==> config.mk <==
export PLATFORM = sky130hd
export DESIGN_NAME = fd_ibuf
export DESIGN_NICKNAME = d
export VERILOG_FILES = /design/src/rtl/fd_ibuf.sv
export SDC_FILE = /design/constraint.sdc
export NUM_CORES = 1
export LEC_CHECK = 0
export CORE_MARGIN = 5
export CORE_UTILIZATION = 25
export DETAILED_ROUTE_END_ITERATION = 8
export GPL_ROUTABILITY_DRIVEN = 1
export PLACE_DENSITY = 0.46
export SYNTH_ARGS = -nofsm -noshare
export SYNTH_HDL_FRONTEND = slang
export SYNTH_SLANG_ARGS = --single-unit
==> constraint.sdc <==
create_clock -name clock -period 10.95 [get_ports clock]
set_clock_uncertainty 0.1 [all_clocks]
set_input_delay 3.285 -clock clock [delete_from_list [all_inputs] [get_ports clock]]
set_output_delay 3.285 -clock clock [all_outputs]
set_load 0.01 [all_outputs]
==> src/rtl/fd_ibuf.sv <==
`default_nettype none
// ============================================================================
//  Module   : fd_ibuf
//  Purpose  : Fetch-to-decode instruction buffer with valid/ready handshake
//             toward decode and occupancy-based back-pressure toward fetch.
//  Revision : 1.0  initial release
// ============================================================================
module fd_ibuf #(
    parameter int DEPTH = 4
) (
    input  logic                     clock,
    input  logic                     reset,
    input  logic [31:0]              f_pc,
    input  logic [31:0]              f_instr,
    input  logic                     br_en,
    output logic                     d_ready,
    output logic                     dec_valid,
    output logic [31:0]              dec_pc,
    output logic [31:0]              dec_instr,
    input  logic                     dec_ready,
    output logic [$clog2(DEPTH):0]   q_count
);

    localparam int                   c_PTR_W = $clog2(DEPTH);
    localparam logic [c_PTR_W:0]     c_FULL  = (c_PTR_W + 1)'(DEPTH);
    localparam logic [c_PTR_W:0]     c_EMPTY = '0;

    logic [31:0]        r_pc_mem    [DEPTH];
    logic [31:0]        r_instr_mem [DEPTH];
    logic [c_PTR_W-1:0] r_rd_ptr;
    logic [c_PTR_W-1:0] r_wr_ptr;
    logic [c_PTR_W:0]   r_count;

    logic               w_push;
    logic               w_pop;

    // Accept depends only on registered occupancy, never on dec_ready, so the
    // decode-to-fetch-PC path stays cut.
    assign d_ready   = !reset && (r_count != c_FULL);
    assign dec_valid = !reset && !br_en && (r_count != c_EMPTY);
    assign w_push    = d_ready && !br_en;
    assign w_pop     = dec_valid && dec_ready;

    assign dec_pc    = r_pc_mem[r_rd_ptr];
    assign dec_instr = r_instr_mem[r_rd_ptr];
    assign q_count   = r_count;

    // Entry contents carry no reset; occupancy alone says what is live.
    always_ff @(posedge clock) begin
        if (w_push) begin
            r_pc_mem[r_wr_ptr]    <= f_pc;
            r_instr_mem[r_wr_ptr] <= f_instr;
        end
    end

    always_ff @(posedge clock) begin
        if (reset || br_en) begin
            r_rd_ptr <= '0;
            r_wr_ptr <= '0;
            r_count  <= '0;
        end else begin
            if (w_push) begin
                r_wr_ptr <= r_wr_ptr + 1'b1;
            end
            if (w_pop) begin
                r_rd_ptr <= r_rd_ptr + 1'b1;
            end
            case ({w_push, w_pop})
                2'b10:   r_count <= r_count + 1'b1;
                2'b01:   r_count <= r_count - 1'b1;
                default: r_count <= r_count;
            endcase
        end
    end

endmodule
`default_nettype wire

# Word level (Yosys, flattened, before mapping)
# Memory sizes are Yosys's and may differ from the RTL's. A register that Yosys moved wholly into a read port is not among the register bits.
# Cells that the tools add are included.
# W data, S select, Z words.
# word_totals
mem_bits_rw	256
n_memories	2
reg_bits	7
elab_cells	29
# op_classes
addsub	4
muxes	7
n_reduce_logical	10
eq_ne	3
# memory_table
name	words	width	read_ports	rd_ports_with_merged_regs	write_ports	line	source
r_instr_mem	4	32	1	1	1	29	logic [31:0] r_instr_mem [DEPTH];
r_pc_mem	4	32	1	1	1	28	logic [31:0] r_pc_mem [DEPTH];
# op_table
op	n
$mux W2	4
$pmux W3 S2	1
$logic_and A1 B1 Y1	5
$add A2 B1 Y2 const B	2
$add A3 B1 Y3 const B	1
$ne A3 B3 Y1 const B	1
$reduce_bool A3 Y1	1
$sub A3 B1 Y3 const B	1
$eq A2 B1 Y1 const B	1
$eq A2 B2 Y1 const B	1
$logic_not A1 Y1	2
$mux W1	2
$reduce_bool A2 Y1	1
$logic_or A1 B1 Y1	1

# Depth between registers and ports, before layout
# Gate-level depths: netlist (run 1).
# logic_depth
depth_word	6
ltp_mapped	9
mapped_depth_nobuf	9

# Least setup slack after synthesis (run 1)
# Ideal clock, no wire load.
# synth_path
path_kind	input to output
start	in br_en
end	out dec_valid
path_stages	3
arrival_ps	3964
n_path_buf	1
slack_ps	3601
cell_sequence	or2_2 -> clkbuf_1 -> nor2_1
# synth_between
elab_chain_cells	3
# synth_lines
item	line	source
start: declaration	15	input logic br_en,
$logic_not A1 Y1	40	assign dec_valid = !reset && !br_en && (r_count != c_EMPTY);
$logic_and A1 B1 Y1 (2 in a row)	40	
end: declaration	17	output logic dec_valid,
# No other way between the ends.

# Final worst setup path (run 1)
# layout_path
start	in reset
end	out dec_valid
# layout_between
elab_chain_cells	3
# layout_lines
item	line	source
start: declaration	12	input logic reset,
$logic_not A1 Y1	40	
$logic_and A1 B1 Y1 (2 in a row)	40	
# No other way between the ends.

==> results of run 1 <==
-- path summary, 6_finish.rpt --
path                                       end  depth (start not counted)  slack, ns   startpoint
worst max-delay path                 dec_valid                          4       2.78        reset
worst min-delay path                  register                          2       0.44  r_rd_ptr[0]
worst max register to register  r_pc_mem[1][6]                          4       8.40   q_count[0]
worst min register to register        register                          2       0.44  r_rd_ptr[0]
-- cells by family after synthesis --
family	Yosys count	share of synthesized area
compound gates	5	0.00320
flops	265	0.804
simple gates	20	0.0102
buf+inv	21	0.0197
xor+xnor	5	0.00448
fa+ha+maj	6	0.00844
mux	65	0.150
-- power by group through the flow --
| stage | registers [mW] | logic (mW) | clock network, mW |
|---|---|---|---|
| global placement | 1.16 | 0.0971 | 0 |
| finish | 1.14 | 0.0972 | 0.921 |
| floorplan | 1.16 | 0.0341 | 0 |
| global route | 1.14 | 0.105 | 0.996 |
| CTS | 1.14 | 0.101 | 0.959 |
| detailed placement | 1.16 | 0.0999 | 0 |
-- stage by stage --
step | power, mW | util | cell area [µm²]
2_1_floorplan | 1.19 | - | 9780
3_3_place_gp | 1.25 | 0.302 | 11700
3_5_place_dp | 1.26 | 0.302 | 11700
4_1_cts | 2.20 | 0.325 | 12500
5_1_grt | 2.24 | 0.325 | 12500
6_report | 2.16 | 0.325 | 12500
-- layout by cell type, fill, tap and decap left out --
cell             count
mux4_1               4
a21oi_1              2
buf_4                2
mux4_2              60
or2_2                1
nor3_1               1
inv_1                6
o31ai_1              1
fa_1                 1
clkdlybuf4s50_1    136
and2_4               4
clkbuf_1            12
nor2_1              12
xor2_1               4
o311ai_0             1
inv_6                1
or3_1                1
dfxtp_4              2
clkinv_1             3
mux2i_1              1
o21ai_0              1
dfxtp_1              7
edfxtp_1           256
nor3b_2              1
ha_1                 5
xnor2_1              1
clkinv_2             1
clkbuf_16           29
bufinv_16            3
-- metal layers --
metal / vias to the layer above / GRT usage
met5: - / 0
met1: 2308 / 0.110
met4: 0 / 0.0335
li1: 1951 / -
met3: 42 / 0.0201
met2: 119 / 0.160
-- worst max-delay path, cell delays in order --
cell             delay (ns)
clkdlybuf4s50_1        0.42
or2_2                  0.39
nor2_1                 0.15
clkdlybuf4s50_1        0.55
-- registers in the layout, indices dropped and copies added (netlist names), named ones only --
| signal | cells |
|---|---|
| r_instr_mem | 128 |
| q_count | 3 |
| r_rd_ptr | 2 |
| r_wr_ptr | 2 |
| r_pc_mem | 128 |
-- layout make-up --
| class | instances | share of cell area |
|---|---|---|
| sequential | 265 | 0.628 |
| multi-input combinational | 101 | 0.138 |
| timing repair buffer | 138 | 0.110 |
| clock buffer | 41 | 0.0615 |
| tap | 518 | 0.0517 |
| clock inverter | 8 | 0.00918 |
| inverter | 6 | 0.00180 |
==> results.toml, run 1 <==
[outcome]
status = "complete, no violations"

[pwr]
seqPwrFrac = 0.528
pwr-share-clk = 0.427
ir_drop_mv = 0.106
p_comb_frac = 0.045
internal_power_mw = 1.74
p_sw_uw = 414
p_per_area_mw_per_mm2 = 172
leakagePower_nw = 3.82
swShare = 0.192

[cts]
clkTransAtPathRegs_ns = 0.05
cts_hold_buf = 0
ctsHtreeMaxLevel = 1
numCtsBuffers = 29
clk_latency_ns = 0.55
cts_sinks = 265
cts_tree = "yes"
cts_setup_buffers = 0
post_cts_resized = 0
cts_root_buffer = "clkbuf_16"
clockBufferDepth = 3

[job]
max_cap_violations = 0

[synthesis]
synth_flop_cell = "edfxtp_1"
mappedNetlistArea_mm2 = 0.00978
synth.distinct_cells = 25
yosys_warnings = 0
synth_enable_flop_cells = 256
synth_area_leaders = "edfxtp_1 79%, mux4_2 14%, dfxtp_1 1.8%, buf_12 1.2%, mux4_1 1.1%"
synth_top_area_frac = 0.786
ys_seq_elements = 265
yosys-top-cells-count = "256 x edfxtp_1, 60 x mux4_2, 12 x nor2_1"
synth_cells = 387
yosysMostFrequentCell = "edfxtp_1"
syn-num-nets = 461
avgSynthCellArea_um2 = 25.3
yosysTopAreaCell = "edfxtp_1"
synthArstFlopShare = 0
ys_seq_area_frac = 0.804

[layout]
area_growth_pct = 28.2
finalNetCount = 615
n_antenna_cell = 0
stdcell_count = 1077
multi_input_area_mm2 = 0.00173
regArea_mm2 = 0.00788
num-fill-cells = 3654
final_layout_size_suffix_gt1_frac = 0.186

[floorplanning]
die_y_um = 208
coreArea_mm2 = 0.0386
io_pins = 137
floorplan.initialDensity = 0.253
die_x_um = 208
die_area_mm2 = 0.0432
rows = 72

[global_route]
grt_pass1_vias = 5034
grt_antenna_before_repair = 0
grt_max_degree = 65
grt_overflow = 0
grt.total_usage = 0.0910
grt_pass1_wl_mm = 30.5

[detailed_routing]
maxUsedRoutingLayer = "met4"
routedWlPerCell_um = 18.6
drcViolationCount = 0
vias_per_cell = 4.10
routed_wl_mm = 20.0
wl_met2_mm = 10.2
met3WireLength_um = 951
first_pass_iters = 4
via_count = 4420
ant_nets = 0
wl_met1_mm = 8.26
drtIter0Drc = 141

[timing]
setup_viol = 0
finalHoldViolCount = 0
fin_crit_sh = 0.746
period_minus_slack_ns = 8.17
timing.fmax_mhz = 122
fin_ws_ns = 2.78
slew_viol_final = 0
final.setup.tns_ns = 0
timing.slew.headroom = 0.268
rsz0062_at_grt = "no"
holdWs_ns = 0.435
tightest_slew_ns = 1.10

[place]
place_hpwl_mm = 11.1
dp_slack_ns = 2.77
gp_congestion = 0.642
io_buffers = 136
dp_cells = 1028

[setup_path]
start_kind = "input pin"
worstPathArrival_ns = 4.79
endpoint_kind = "output pin"
crit_fanout = 11
cp.required_ns = 7.57
critical_path_class = "input pin to output pin"

[hold_path]
hold_class = "register to register"
No activity file was read; power rests on OpenSTA's default activity.
==> run 2, diff against run 1 <==
--- a/config.mk
+++ b/config.mk
@@ -9,7 +9,7 @@
 export CORE_UTILIZATION = 25
 export DETAILED_ROUTE_END_ITERATION = 8
 export GPL_ROUTABILITY_DRIVEN = 1
-export PLACE_DENSITY = 0.46
+export PLACE_DENSITY = 0.47
 export SYNTH_ARGS = -nofsm -noshare
 export SYNTH_HDL_FRONTEND = slang
 export SYNTH_SLANG_ARGS = --single-unit
==> constraint.sdc (replaced) <==
create_clock -name clock -period 6.5 [get_ports clock]
set_clock_uncertainty 0.1 [all_clocks]
set_input_delay 1.95 -clock clock [delete_from_list [all_inputs] [get_ports clock]]
set_output_delay 1.95 -clock clock [all_outputs]
set_load 0.01 [all_outputs]
==> results.toml, run 2 (synthesis gave the netlist of run 1 again) <==
[cts]
cts_sinks = 265
cts_hold_buf = 0
cts_setup_buffers = 0
numCtsBuffers = 29
post_cts_resized = 0
cts_root_buffer = "clkbuf_16"
cts_tree = "yes"
ctsHtreeMaxLevel = 1
clk_latency_ns = 0.54
clkTransAtPathRegs_ns = 0.05
clockBufferDepth = 3

[place]
io_buffers = 136
gp_congestion = 0.657
dp_cells = 1027
dp_slack_ns = 1.04
place_hpwl_mm = 11.0

[setup_path]
worstPathArrival_ns = 3.42
max_stage_delay_ns = 0.54
crit_path_top_delay_cell = "clkdlybuf4s50_1"
start_kind = "input pin"
critical_path_class = "input pin to output pin"
path_cells = "clkdlybuf4s50_1, or2_2, nor2_1, clkdlybuf4s50_1"
endpoint_kind = "output pin"
worstPathBufferInverterCount = 2
cp_top_family = "buffers and inverters"
path_common_cell = "clkdlybuf4s50_1"
cp.required_ns = 4.45
crit_fanout = 11

[timing]
period_minus_slack_ns = 5.47
tightest_slew_ns = 1.13
fin_crit_sh = 0.841
timing.slew.headroom = 0.247
fin_ws_ns = 1.03
finalHoldViolCount = 0
holdWs_ns = 0.427
rsz0062_at_grt = "no"
setup_viol = 0
final.setup.tns_ns = 0
timing.fmax_mhz = 183
slew_viol_final = 0

[global_route]
grt_antenna_before_repair = 0
grt_pass1_wl_mm = 31.1
grt_pass1_vias = 5076
grt.total_usage = 0.0920
grt_max_degree = 65
grt_overflow = 0

[detailed_routing]
routed_wl_mm = 20.3
routedWlPerCell_um = 18.8
vias_per_cell = 4.05
first_pass_iters = 4
via_count = 4369
drcViolationCount = 0
ant_nets = 0
drtIter0Drc = 128

[pwr]
p_per_area_mw_per_mm2 = 290
pwr-share-clk = 0.429
fin_total_pwr_mw = 3.64
p_sw_uw = 712
p_comb_frac = 0.045
swShare = 0.196
internal_power_mw = 2.93
seqPwrFrac = 0.526
leakagePower_nw = 3.83
ir_drop_mv = 0.177

[layout]
multi_input_area_mm2 = 0.00173
stdcell_count = 1079
n_antenna_cell = 0
num-fill-cells = 3649
final_layout_size_suffix_gt1_frac = 0.194
regArea_mm2 = 0.00788
area_growth_pct = 28.5
mostFrequentLayoutCells = "256 x edfxtp_1, 136 x clkdlybuf4s50_1, 60 x mux4_2"
finalNetCount = 614
final_common_cell = "edfxtp_1"

[floorplanning]
floorplan.initialDensity = 0.253
coreArea_mm2 = 0.0386
io_pins = 137
die_y_um = 208
die_area_mm2 = 0.0432
rows = 72
die_x_um = 208

[job]
max_cap_violations = 0

[hold_path]
hold_class = "register to register"

[outcome]
status = "complete, no violations"
==> run 2: cell types whose count changed in the layout (fill, tap and decap cells not counted) <==
cell	delta
clkbuf_1	-7
clkinv_2	+5
clkinv_1	+4
buf_4	-2
buf_12	+1
clkinv_4	+1
clkinvlp_4	+1
inv_6	-1
==> run 2: per-layer routing <==
layer | vias to the layer above | wire (µm) | global-route usage
met5 | - | 0 | 0
met4 | 0 | 482 | 0.0281
met3 | 32 | 1000 | 0.0227
met2 | 101 | 10400 | 0.162
met1 | 2288 | 8420 | 0.111
li1 | 1948 | - | -
==> run 2: power by group through the flow <==
stage | Clock [mW] | Sequential [mW] | Combinational, mW
final | 1.56 | 1.92 | 0.164
after global routing | 1.68 | 1.92 | 0.177
after CTS | 1.61 | 1.92 | 0.169
after detailed placement | 0 | 1.95 | 0.168
after global placement | 0 | 1.95 | 0.164
after floorplan | 0 | 1.95 | 0.0574
==> run 2: cell type report <==
class,instances,area share
Multi-Input combinational cell,101,0.138
Clock inverter,18,0.0129
Clock buffer,34,0.0592
Timing Repair Buffer,137,0.110
Sequential cell,265,0.627
Tap cell,518,0.0516
Inverter,6,0.00179
==> run 2: through the flow <==
| step | util | instance area [µm²] |
|---|---|---|
| final | 0.325 | 12600 |
| after global placement | 0.302 | 11700 |
| after global routing | 0.325 | 12600 |
| after CTS | 0.325 | 12600 |
| after detailed placement | 0.302 | 11700 |
| after floorplan | - | 9780 |
==> run 2: tightest hold or removal path: stages (launching register included) <==
cell and delay (ns):
dfxtp_1 0.33, xor2_1 0.08, nor2_1 0.08
==> run 2: worst paths after layout <==
kind | startpoint | to | slack [ns] | depth (start not counted)
max | reset | dec_valid | 1.03 | 4
max reg2reg | q_count[2] | q_count[2] | 3.90 | 9
min | r_rd_ptr[0] | r_rd_ptr[0] | 0.43 | 2
min reg2reg | r_rd_ptr[0] | r_rd_ptr[0] | 0.43 | 2
